===== src/rtl/serial_subtractor_ctrl.sv =====
// Bit-serial subtractor: one full_subtractor time-shared LSB first over WIDTH cycles.
// Optional overflow_o output is compiled in when SERIAL_SUB_OVERFLOW_EN is defined.

module full_subtractor (
  input  logic a_i,
  input  logic b_i,
  input  logic bin_i,
  output logic d_o,
  output logic bout_o
);
  assign d_o    = a_i ^ b_i ^ bin_i;
  assign bout_o = (~a_i & (b_i | bin_i)) | (b_i & bin_i);
endmodule

module serial_subtractor_ctrl #(
  parameter int WIDTH = 8
) (
  input  logic             clk_i,
  input  logic             rst_i,
  input  logic             start_i,
  input  logic [WIDTH-1:0] a_i,
  input  logic [WIDTH-1:0] b_i,
  input  logic             borrow_in_i,
  output logic             busy_o,
  output logic             done_o,
  output logic [WIDTH-1:0] diff_o,
`ifdef SERIAL_SUB_OVERFLOW_EN
  output logic             overflow_o,
`endif
  output logic             borrow_out_o
);

  localparam int CW = (WIDTH < 2) ? 1 : $clog2(WIDTH);

  typedef enum logic [1:0] {
    IDLE = 2'd0,
    RUN  = 2'd1,
    DONE = 2'd2
  } state_t;

  state_t           r_state;
  logic [CW-1:0]    r_cnt;
  logic [WIDTH-1:0] r_a;
  logic [WIDTH-1:0] r_b;
  logic [WIDTH-1:0] r_res;
  logic             r_borrow;
`ifdef SERIAL_SUB_OVERFLOW_EN
  logic             r_a_msb;
  logic             r_b_msb;
`endif

  logic             w_d;
  logic             w_bout;
  logic [WIDTH-1:0] w_res_nxt;
  logic             w_last;

  full_subtractor u_fs (
    .a_i    (r_a[0]),
    .b_i    (r_b[0]),
    .bin_i  (r_borrow),
    .d_o    (w_d),
    .bout_o (w_bout)
  );

  // Result fills from the MSB end so after WIDTH shifts bit 0 lands in place.
  generate
    if (WIDTH == 1) begin : g_res_w1
      assign w_res_nxt = w_d;
    end else begin : g_res_wn
      assign w_res_nxt = {w_d, r_res[WIDTH-1:1]};
    end
  endgenerate

  assign w_last = (r_cnt == CW'(WIDTH - 1));

  always_ff @(posedge clk_i or posedge rst_i) begin
    if (rst_i) begin
      r_state      <= IDLE;
      r_cnt        <= '0;
      r_a          <= '0;
      r_b          <= '0;
      r_res        <= '0;
      r_borrow     <= 1'b0;
      busy_o       <= 1'b0;
      done_o       <= 1'b0;
      diff_o       <= '0;
      borrow_out_o <= 1'b0;
`ifdef SERIAL_SUB_OVERFLOW_EN
      r_a_msb      <= 1'b0;
      r_b_msb      <= 1'b0;
      overflow_o   <= 1'b0;
`endif
    end else begin
      case (r_state)
        IDLE: begin
          done_o <= 1'b0;
          if (start_i) begin
            r_a      <= a_i;
            r_b      <= b_i;
            r_borrow <= borrow_in_i;
            r_cnt    <= '0;
            r_res    <= '0;
            busy_o   <= 1'b1;
            r_state  <= RUN;
`ifdef SERIAL_SUB_OVERFLOW_EN
            r_a_msb  <= a_i[WIDTH-1];
            r_b_msb  <= b_i[WIDTH-1];
`endif
          end
        end
        RUN: begin
          r_res    <= w_res_nxt;
          r_borrow <= w_bout;
          r_a      <= r_a >> 1;
          r_b      <= r_b >> 1;
          r_cnt    <= r_cnt + CW'(1);
          // Outputs change only here so partial results are never visible.
          if (w_last) begin
            diff_o       <= w_res_nxt;
            borrow_out_o <= w_bout;
`ifdef SERIAL_SUB_OVERFLOW_EN
            overflow_o   <= (r_a_msb != r_b_msb) && (w_res_nxt[WIDTH-1] != r_a_msb);
`endif
            busy_o       <= 1'b0;
            done_o       <= 1'b1;
            r_state      <= DONE;
          end
        end
        DONE: begin
          done_o  <= 1'b0;
          r_state <= IDLE;
        end
        default: begin
          busy_o  <= 1'b0;
          done_o  <= 1'b0;
          r_state <= IDLE;
        end
      endcase
    end
  end

endmodule


===== config.mk =====
export PLATFORM = sky130hd
export DESIGN_NAME = serial_subtractor_ctrl
export DESIGN_NICKNAME = d
export VERILOG_FILES = /design/src/rtl/serial_subtractor_ctrl.sv
export SDC_FILE = /design/constraint.sdc
export NUM_CORES = 1
export LEC_CHECK = 0
export ABC_AREA = 1
export CAP_MARGIN = 30
export CORE_UTILIZATION = 59
export CTS_BUF_LIST = sky130_fd_sc_hd__clkbuf_8
export DETAILED_ROUTE_END_ITERATION = 16
export PLACE_DENSITY = 0.95
export SLEW_MARGIN = 25
export SYNTH_ARGS = -nofsm -noshare
export SYNTH_HDL_FRONTEND = slang
export SYNTH_SLANG_ARGS = --single-unit

===== constraint.sdc =====
create_clock -name clk_i -period 4.12 [get_ports clk_i]
set_input_delay 0.412 -clock clk_i [delete_from_list [all_inputs] [get_ports clk_i]]
set_output_delay 0.412 -clock clk_i [all_outputs]
set_load 0.02 [all_outputs]

=== Word-level counts from Yosys, hierarchy flattened ===
Cells that the tools add are included.

* $add $sub $neg: 1
* Equality and inequality tests: 5
* Mux-type cells: 18
* Bitwise gates (word level): 8
* Reduce and logical (&&, ||, !) cells: 6

{| class="wikitable"
|+ Operators with widths
! cell !! count
|-
| $pmux 8 s2 || 3
|-
| $mux 8 || 3
|-
| $pmux 3 s2 || 1
|-
| $reduce_and 2->1 || 3
|-
| $mux 1 || 5
|-
| $mux 2 || 2
|-
| $ne 2x2->1 const B || 2
|-
| $pmux 2 s2 || 1
|-
| $add 3x1->3 const B || 1
|-
| $eq 3x3->1 const B || 1
|-
| $mux 3 || 1
|-
| $pmux 1 s3 || 1
|-
| $reduce_and 3->1 || 1
|-
| $and 1x1->1 || 2
|-
| $eq 2x1->1 const B || 1
|-
| $eq 2x2->1 const B || 1
|-
| $logic_not 2->1 || 1
|-
| $not 1->1 || 2
|-
| $or 1x1->1 || 2
|-
| $pmux 1 s2 || 1
|-
| $reduce_bool 2->1 || 1
|-
| $xor 1x1->1 || 2
|}

* Register bits: 41
* Output and inout port bits: 11

=== Depth between registers and ports, before layout ===
Gate-level depths: netlist of run 1.

* Depth in word-level cells: 4
* Mapped depth: 7
* Gate-level depth less buffers: 6

=== Cells and area by module ===
From an unflattened synthesis of run 1, not the netlist that was laid out.

* Cells, all modules: 233
* Area, all modules: 1944.4 sq um

{| class="wikitable"
|+ Modules (own cells, without submodules)
! module !! instances !! cells an instance !! area each (sq um)
|-
| serial_subtractor_ctrl || 1 || 230 || 1916.8
|-
| full_subtractor || 1 || 3 || 27.5
|}

=== Least setup slack after synthesis of run 1 ===
No wires, ideal clock.

* Path type: register to register
* Start: reg r_borrow
* End: reg r_res[7]
* Library setup time: 0.083 ns
* Arrival: 1.227 ns
* Path slack: 2.811 ns
* Cell stages (with the launch flop): 4
* Path buffers: 0
* Period minus slack after synthesis: 1.309 ns
* Cell sequence: dfrtp_1 > fa_1 > or2_2 > o21ai_0

* Longest elaborated chain between the ends: 2

{| class="wikitable"
|+ RTL lines
! element !! line !! text
|-
| start, declared || 46 || <nowiki>logic r_borrow;</nowiki>
|-
| start signal, assigned || 100 || <nowiki>r_borrow <= borrow_in_i;</nowiki>
|-
| start signal, assigned || 113 || <nowiki>r_borrow <= w_bout;</nowiki>
|-
| $xor 1x1->1 || 11 || <nowiki>assign d_o = a_i ^ b_i ^ bin_i;</nowiki>
|-
| $pmux 8 s2 || 94 || <nowiki>case (r_state)</nowiki>
|-
| end signal, assigned || 112 || <nowiki>r_res <= w_res_nxt;</nowiki>
|-
| end, declared || 45 || <nowiki>logic [WIDTH-1:0] r_res;</nowiki>
|}

Every way passes these cells.
A chain may end at the register's enable or synchronous reset.

=== Final worst setup path of run 1 ===
* Start: reg r_state[0]
* End: reg r_b[1]

* Longest elaborated chain between the ends: 3
* Elaborated cells between the ends (all ways): 6
* Classes of those cells: eq/ne: 2; mux: 1; reduce/logical: 3

{| class="wikitable"
|+ RTL lines
! element !! line !! text
|-
| start, declared || 41 || <nowiki>state_t r_state;</nowiki>
|-
| start signal, assigned || 78 || <nowiki>r_state <= IDLE;</nowiki>
|-
| start signal, assigned || 104 || <nowiki>r_state <= RUN;</nowiki>
|-
| start signal, assigned || 126 || <nowiki>r_state <= DONE;</nowiki>
|-
| $eq 2x1->1 / $logic_not 2->1 (equally long branches) || 94 ||
|-
| $reduce_bool 2->1 (no source line) / $ne 2x2->1 (equally long branches) || -- ||
|-
| $reduce_and 2->1 (no source line) || -- ||
|-
| end signal, assigned || 99 || <nowiki>r_b <= b_i;</nowiki>
|-
| end signal, assigned || 115 || <nowiki>r_b <= r_b >> 1;</nowiki>
|-
| end, declared || 44 || <nowiki>logic [WIDTH-1:0] r_b;</nowiki>
|}

Several ways; a longest one is shown, not always the timed one.

==> metrics.yaml, run 1 <==
finalNonFillerCells: 305
drt_iter0_markers: 86
path_buf_inv: 1
num_rows: 20
hp-class: "flip-flop to flip-flop"
crit_path_cell_trace: "nand2_4 > nand2_4 > inv_4 > nand2_1 > nand2_1"
grt_pass1_vias: 1429
clkSinkCount: 40
seq_area_um2: 1000
ys_types: 21
end_kind: "flip-flop"
num_vias: 1532
max_freq_mhz: 583
fin_nets: 283
critPathLaunchType: "flip-flop"
path_clk_slew_ns: 0.08
dieArea_um2: 3470
drv_slew: 0
port_buffers: 30
grt_pass1_wl_mm: 6.15
layout_common_cells: "nand2_1, inv_1, dfrtp_1, nand3_1, clkdlybuf4s50_1"
cp_max_fo: 26
syn_area_um2: 1910
ant_nets: 0
area_growth_syn_to_layout_pct: 20.9
fp.dieH_um: 58.9
dp_hpwl_mm: 2.48
cts_max_level: 2
preCtsSetupSlack_ns: 2.40
fin_ws_ns: 2.41
drive_gt1_share_pct: 10.3
viasPerCell: 5.02
fin_skew_ns: 0.00760
n_fill_cell: 239
maxCapViolCount: 0
post-cts-setup-buffers: 0
criticalPathCategory: "flip-flop to flip-flop"
hold_viol_final: 0
arrival_ns: 1.90
crit_slowest_cell: "dfrtp_1"
dpl.cell_count: 297
insertion_delay_ns: 0.30
core_um2: 3050
cts-root-buf: "clkbuf_8"
final_common_cell: "nand2_1"
rsz0062_at_grt: "false"
start_util_pct: 62.7
yosysWarnings: 0
setup_tns_ns: 0
syn_nets: 253
period_needed_ns: 1.71
ir_drop_mv: 0.381
clockBufferDepth: 2
antenna_cells: 0
worst_slew_pin_slew_ns: 0.834
pwr_density_cell_nw_per_um2: 751
cp_top_family: "flip-flops"
wl_per_cell_um: 11.6
timing.reg2reg.setup_slack_ns: 2.41
finalSetupViolations: 0
numCtsBuffers: 5
grt_max_degree: 27
syn_area_per_cell_um2: 8.32
holdBufCountCts: 0
ctsResizeCount: 0
antenna_found_initial: 0
synthCells: 230
globalplace.congestion: 0.823
dr.pass1.iters: 4
grt-ovfl-total: 0
num_io_pins: 31
synth-seq-cells: 40
slew_headroom_pct: 44.3
multi_input_area_um2: 677
wirelength_mm: 3.55
status: "completed"
fin_crit_sh_pct: 41.6
grtUsageTotal_pct: 24.8
cp.required_ns: 4.31
drc: 0
fp.dieW_um: 58.9
leakage_nw: 1.23
ys_seq_area_share_pct: 52.3
cts_tree: "built"
slowest_delay_ns: 0.75
[metrics by stage]
stage / util [%] / cell area (um2) / power (mW) / hold WS (ns)
after floorplan: - / 1910 / 1.25 / 0.446
after global routing: 75.8 / 2310 / 1.89 / 0.500
after global placement: 72.6 / 2220 / 1.42 / 0.457
after CTS: 75.8 / 2310 / 1.75 / 0.485
final: 75.8 / 2310 / 1.74 / 0.484
after detailed placement: 72.6 / 2220 / 1.47 / 0.465
[layout make-up]
type,instances,share of cell area [%]
Tap cell,44,2.38
Timing Repair Buffer,31,13.3
Clock inverter,2,0.649
Sequential cell,40,43.3
Multi-Input combinational cell,136,29.3
Inverter,46,7.57
Clock buffer,6,3.57
[cells by family (layout without fill, tap and decap cells)]
| family | count (synthesis) | in the layout | share of synthesized area [%] |
|---|---|---|---|
| flops | 40 | 40 | 52.3 |
| compound gates | 21 | 21 | 7.26 |
| fa+ha+maj | 3 | 3 | 2.35 |
| buf+inv | 54 | 85 | 12.3 |
| simple gates | 112 | 112 | 25.8 |
[final timing paths]
path,start,end,depth (start not counted)
max,r_state[0]$_DFFE_PP0P_,r_b[1]$_DFFE_PP0P_,5
max in group asynchronous,rst_i,r_a[0]$_DFFE_PP0P_,3
min,r_a[3]$_DFFE_PP0P_,r_a[3]$_DFFE_PP0P_,2
min in group asynchronous,rst_i,r_state[1]$_DFFE_PP0P_,2
min reg2reg,r_a[3]$_DFFE_PP0P_,r_a[3]$_DFFE_PP0P_,2
max reg2reg,r_state[0]$_DFFE_PP0P_,r_b[1]$_DFFE_PP0P_,5
[where the power goes]
group / switching (mW) / internal [mW] / total, mW
sequential: 0.124 / 0.576 / 0.699
clock: 0.145 / 0.136 / 0.280
combinational: 0.441 / 0.316 / 0.757
total: 0.710 / 1.03 / 1.74
[state kept, by name (all words and copies together), names as in the netlist]
register / flops
r_cnt: 3
borrow_out_o: 1
done_o: 1
r_b: 8
diff_o: 8
r_res: 7
r_a: 8
busy_o: 1
r_borrow: 1
r_state: 2
[worst min-delay path: stages, from the launching register on]
cell and delay [ns]:
dfrtp_1 0.35, nand2_1 0.05, nand2_1 0.06
[routing by layer]
layer  wire length [um]  vias up  global-route usage [%]
li1                   -      754                       -
met5                  0        -                       0
met2               1760       48                    40.1
met4                 74        0                    12.2
met1               1550      725                    30.3
met3                162        5                    7.25
[cell usage after synthesis, drive strengths merged]
cell type	number	area, um2
nand2	75	307
buf	8	60.1
inv	46	175
ha	2	25.0
a21oi	1	5.00
o21ai	20	134
dfrtp	40	1000
or2	1	6.26
nor2	6	30.0
nand3	30	150
fa	1	20.0
Note: power is estimated with default switching activity, not from simulation.
==> inputs of run 2 (changes only) <==
CORE_UTILIZATION = 55   (was 59)
PLACE_DENSITY = 0.92   (was 0.95)
clock period = 1.7 ns   (was 4.12 ns; I/O delays follow)
==> metrics.yaml, run 2 (synthesis results as in run 1) <==
drc: 0  # unchanged
dr.pass1.iters: 5  # +1
dp_hpwl_mm: 2.41  # -2.8%
num_rows: 21  # +5.0%
holdBufCountCts: 0  # unchanged
ir_drop_mv: 0.843  # +120%
intPower_mw: 2.50  # +140%
fp.dieH_um: 61.0  # +3.4%
r2r_start: "r_state[1]$_DFFE_PP0P_"
ant_nets: 0  # unchanged
clkSinkCount: 40  # unchanged
finalSetupViolations: 0  # unchanged
dieArea_um2: 3720  # +7.0%
fin_skew_ns: 0.00527  # -0.00234 ns
max_freq_mhz: 699
grt_pass1_vias: 1367  # -4.3%
post-cts-setup-buffers: 0  # unchanged
pwr_density_cell_nw_per_um2: 1790  # +140%
top_regs: "diff_o (8), r_a (8), r_b (8)"
netSwitchingFraction_pct: 40.4  # -0.50 points
wl_met3_um: 124  # -23%
criticalPathCategory: "flip-flop to output pin"
multi_input_area_um2: 677  # unchanged
grt-ovfl-total: 0  # unchanged
rsz0062_at_grt: "false"
fin_crit_sh_pct: 84.1
period_needed_ns: 1.43
viasPerCell: 4.89  # -2.6%
wl_met2_mm: 1.72  # -2.3%
layout_common_cells: "nand2_1, inv_1, dfrtp_1, nand3_1, clkdlybuf4s50_1"
route.top_layer_used: "met4"
cts_max_level: 2  # unchanged
port_buffers: 30  # unchanged
place_area_um2: 2260  # +1.8%
ctsResizeCount: 0  # unchanged
core_um2: 3340  # +9.3%
drv_slew: 0  # unchanged
grt_pass1_wl_mm: 5.70  # -7.4%
p_clk_share_pct: 13.9  # -2.2 points
cp_max_fo: 2  # -92%
end_kind: "output pin"
leakage_nw: 1.25  # +2.0%
startpoint: "busy_o$_DFFE_PP0P_"
clockBufferDepth: 2  # unchanged
combPwrFrac_pct: 46.9  # +3.3 points
fin_nets: 288  # +1.8%
grt_max_degree: 41  # +52%
area_growth_syn_to_layout_pct: 22.0
cts-root-buf: "clkbuf_8"
final_common_cell: "nand2_1"
drt_iter0_markers: 63  # -27%
wl_per_cell_um: 11.2  # -3.6%
globalplace.congestion: 0.752  # -8.6%
start_util_pct: 57.3  # -5.3 points
slowest_delay_ns: 0.61  # -0.14 ns
p_seq_share_pct: 39.2  # -1.1 points
drive_gt1_share_pct: 11.3  # +0.98 points
num_vias: 1522  # -0.65%
numCtsBuffers: 5  # unchanged
cts_tree: "built"
seq_area_um2: 1000  # unchanged
worst_slew_pin_slew_ns: 0.492  # -0.342 ns
antenna_found_initial: 0  # unchanged
antenna_cells: 0  # unchanged
fin_area_um2: 2330  # +0.87%
path_buf_inv: 1  # unchanged
critPathLaunchType: "flip-flop"
path_clk_slew_ns: 0.07  # about the same
hp-class: "input pin to asynchronous set/reset pin"
fp.dieW_um: 61.0  # +3.4%
wirelength_mm: 3.49  # -1.7%
arrival_ns: 1.26  # -0.64 ns
status: "completed"
hold_viol_final: 0  # unchanged
n_fill_cell: 273  # +14%
crit_slowest_cell: "clkdlybuf4s50_1"
crit_path_cell_trace: "clkdlybuf4s50_1"
grtUsageTotal_pct: 21.6  # -3.2 points
wirelength_met1_mm: 1.57  # +1.4%
p_switching_mw: 1.69  # +140%
maxCapViolCount: 0  # unchanged
cp.required_ns: 1.53  # -2.78 ns
cp_top_family: "buffers and inverters"
setup_tns_ns: 0  # unchanged
insertion_delay_ns: 0.29  # about the same
num_io_pins: 31  # unchanged
slew_headroom_pct: 67.2  # +23 points
## run 2: cell types whose count changed in the layout (fill, tap and decap cells not counted)
cell	previous run	this run
clkinv_2	0	1
buf_4	1	6
clkbuf_8	6	5
clkinvlp_4	2	0
inv_1	43	44
## run 2: final cells by class
class,count,area share [%]
flip-flops and latches,40,42.9
multi-input cells,136,29.0
clock inverters,2,0.375
repair buffers,36,14.8
clock buffers,5,2.95
inverters,46,7.51
well taps,46,2.47
## run 2: metrics by stage
stage / cells / utilization, % / hold WS, ns / worst slack [ns] / power (mW)
final: 311 / 69.9 / 0.293 / 0.270 / 4.19
after global routing: 311 / 69.9 / 0.353 / 0.195 / 4.53
after CTS: 311 / 69.9 / 0.309 / 0.254 / 4.23
after detailed placement: 304 / 67.6 / 0.465 / 0.295 / 3.64
after global placement: 304 / 67.6 / 0.458 / 0.362 / 3.52
after floorplan: 230 / - / 0.291 / 0.391 / 3.04
## run 2: power groups by stage
stage,Sequential (mW),Combinational (mW),Clock (mW)
global route,1.68,2.22,0.625
CTS,1.64,1.99,0.598
detailed placement,1.65,1.98,0
finish,1.64,1.96,0.582
global placement,1.64,1.88,0
floorplan,1.75,1.28,0
## run 2: metal layers
layer	track usage (%)	vias to the layer above
li1	-	761
met1	24.9	724
met2	37.4	30
met3	6.40	7
met4	9.09	0
met5	0	-
## run 2: worst paths after layout
check,endpoint,slack [ns],depth (start not counted)
setup / recovery,busy_o,0.27,1
hold / removal,r_res[7]$_DFFE_PP0P_,0.29,3
setup reg to reg,r_a[4]$_DFFE_PP0P_,0.29,6
hold reg to reg,r_a[5]$_DFFE_PP0P_,0.48,2
max in group asynchronous,r_a[3]$_DFFE_PP0P_,1.06,3
min in group clk_i,r_b[7]$_DFFE_PP0P_,0.44,3
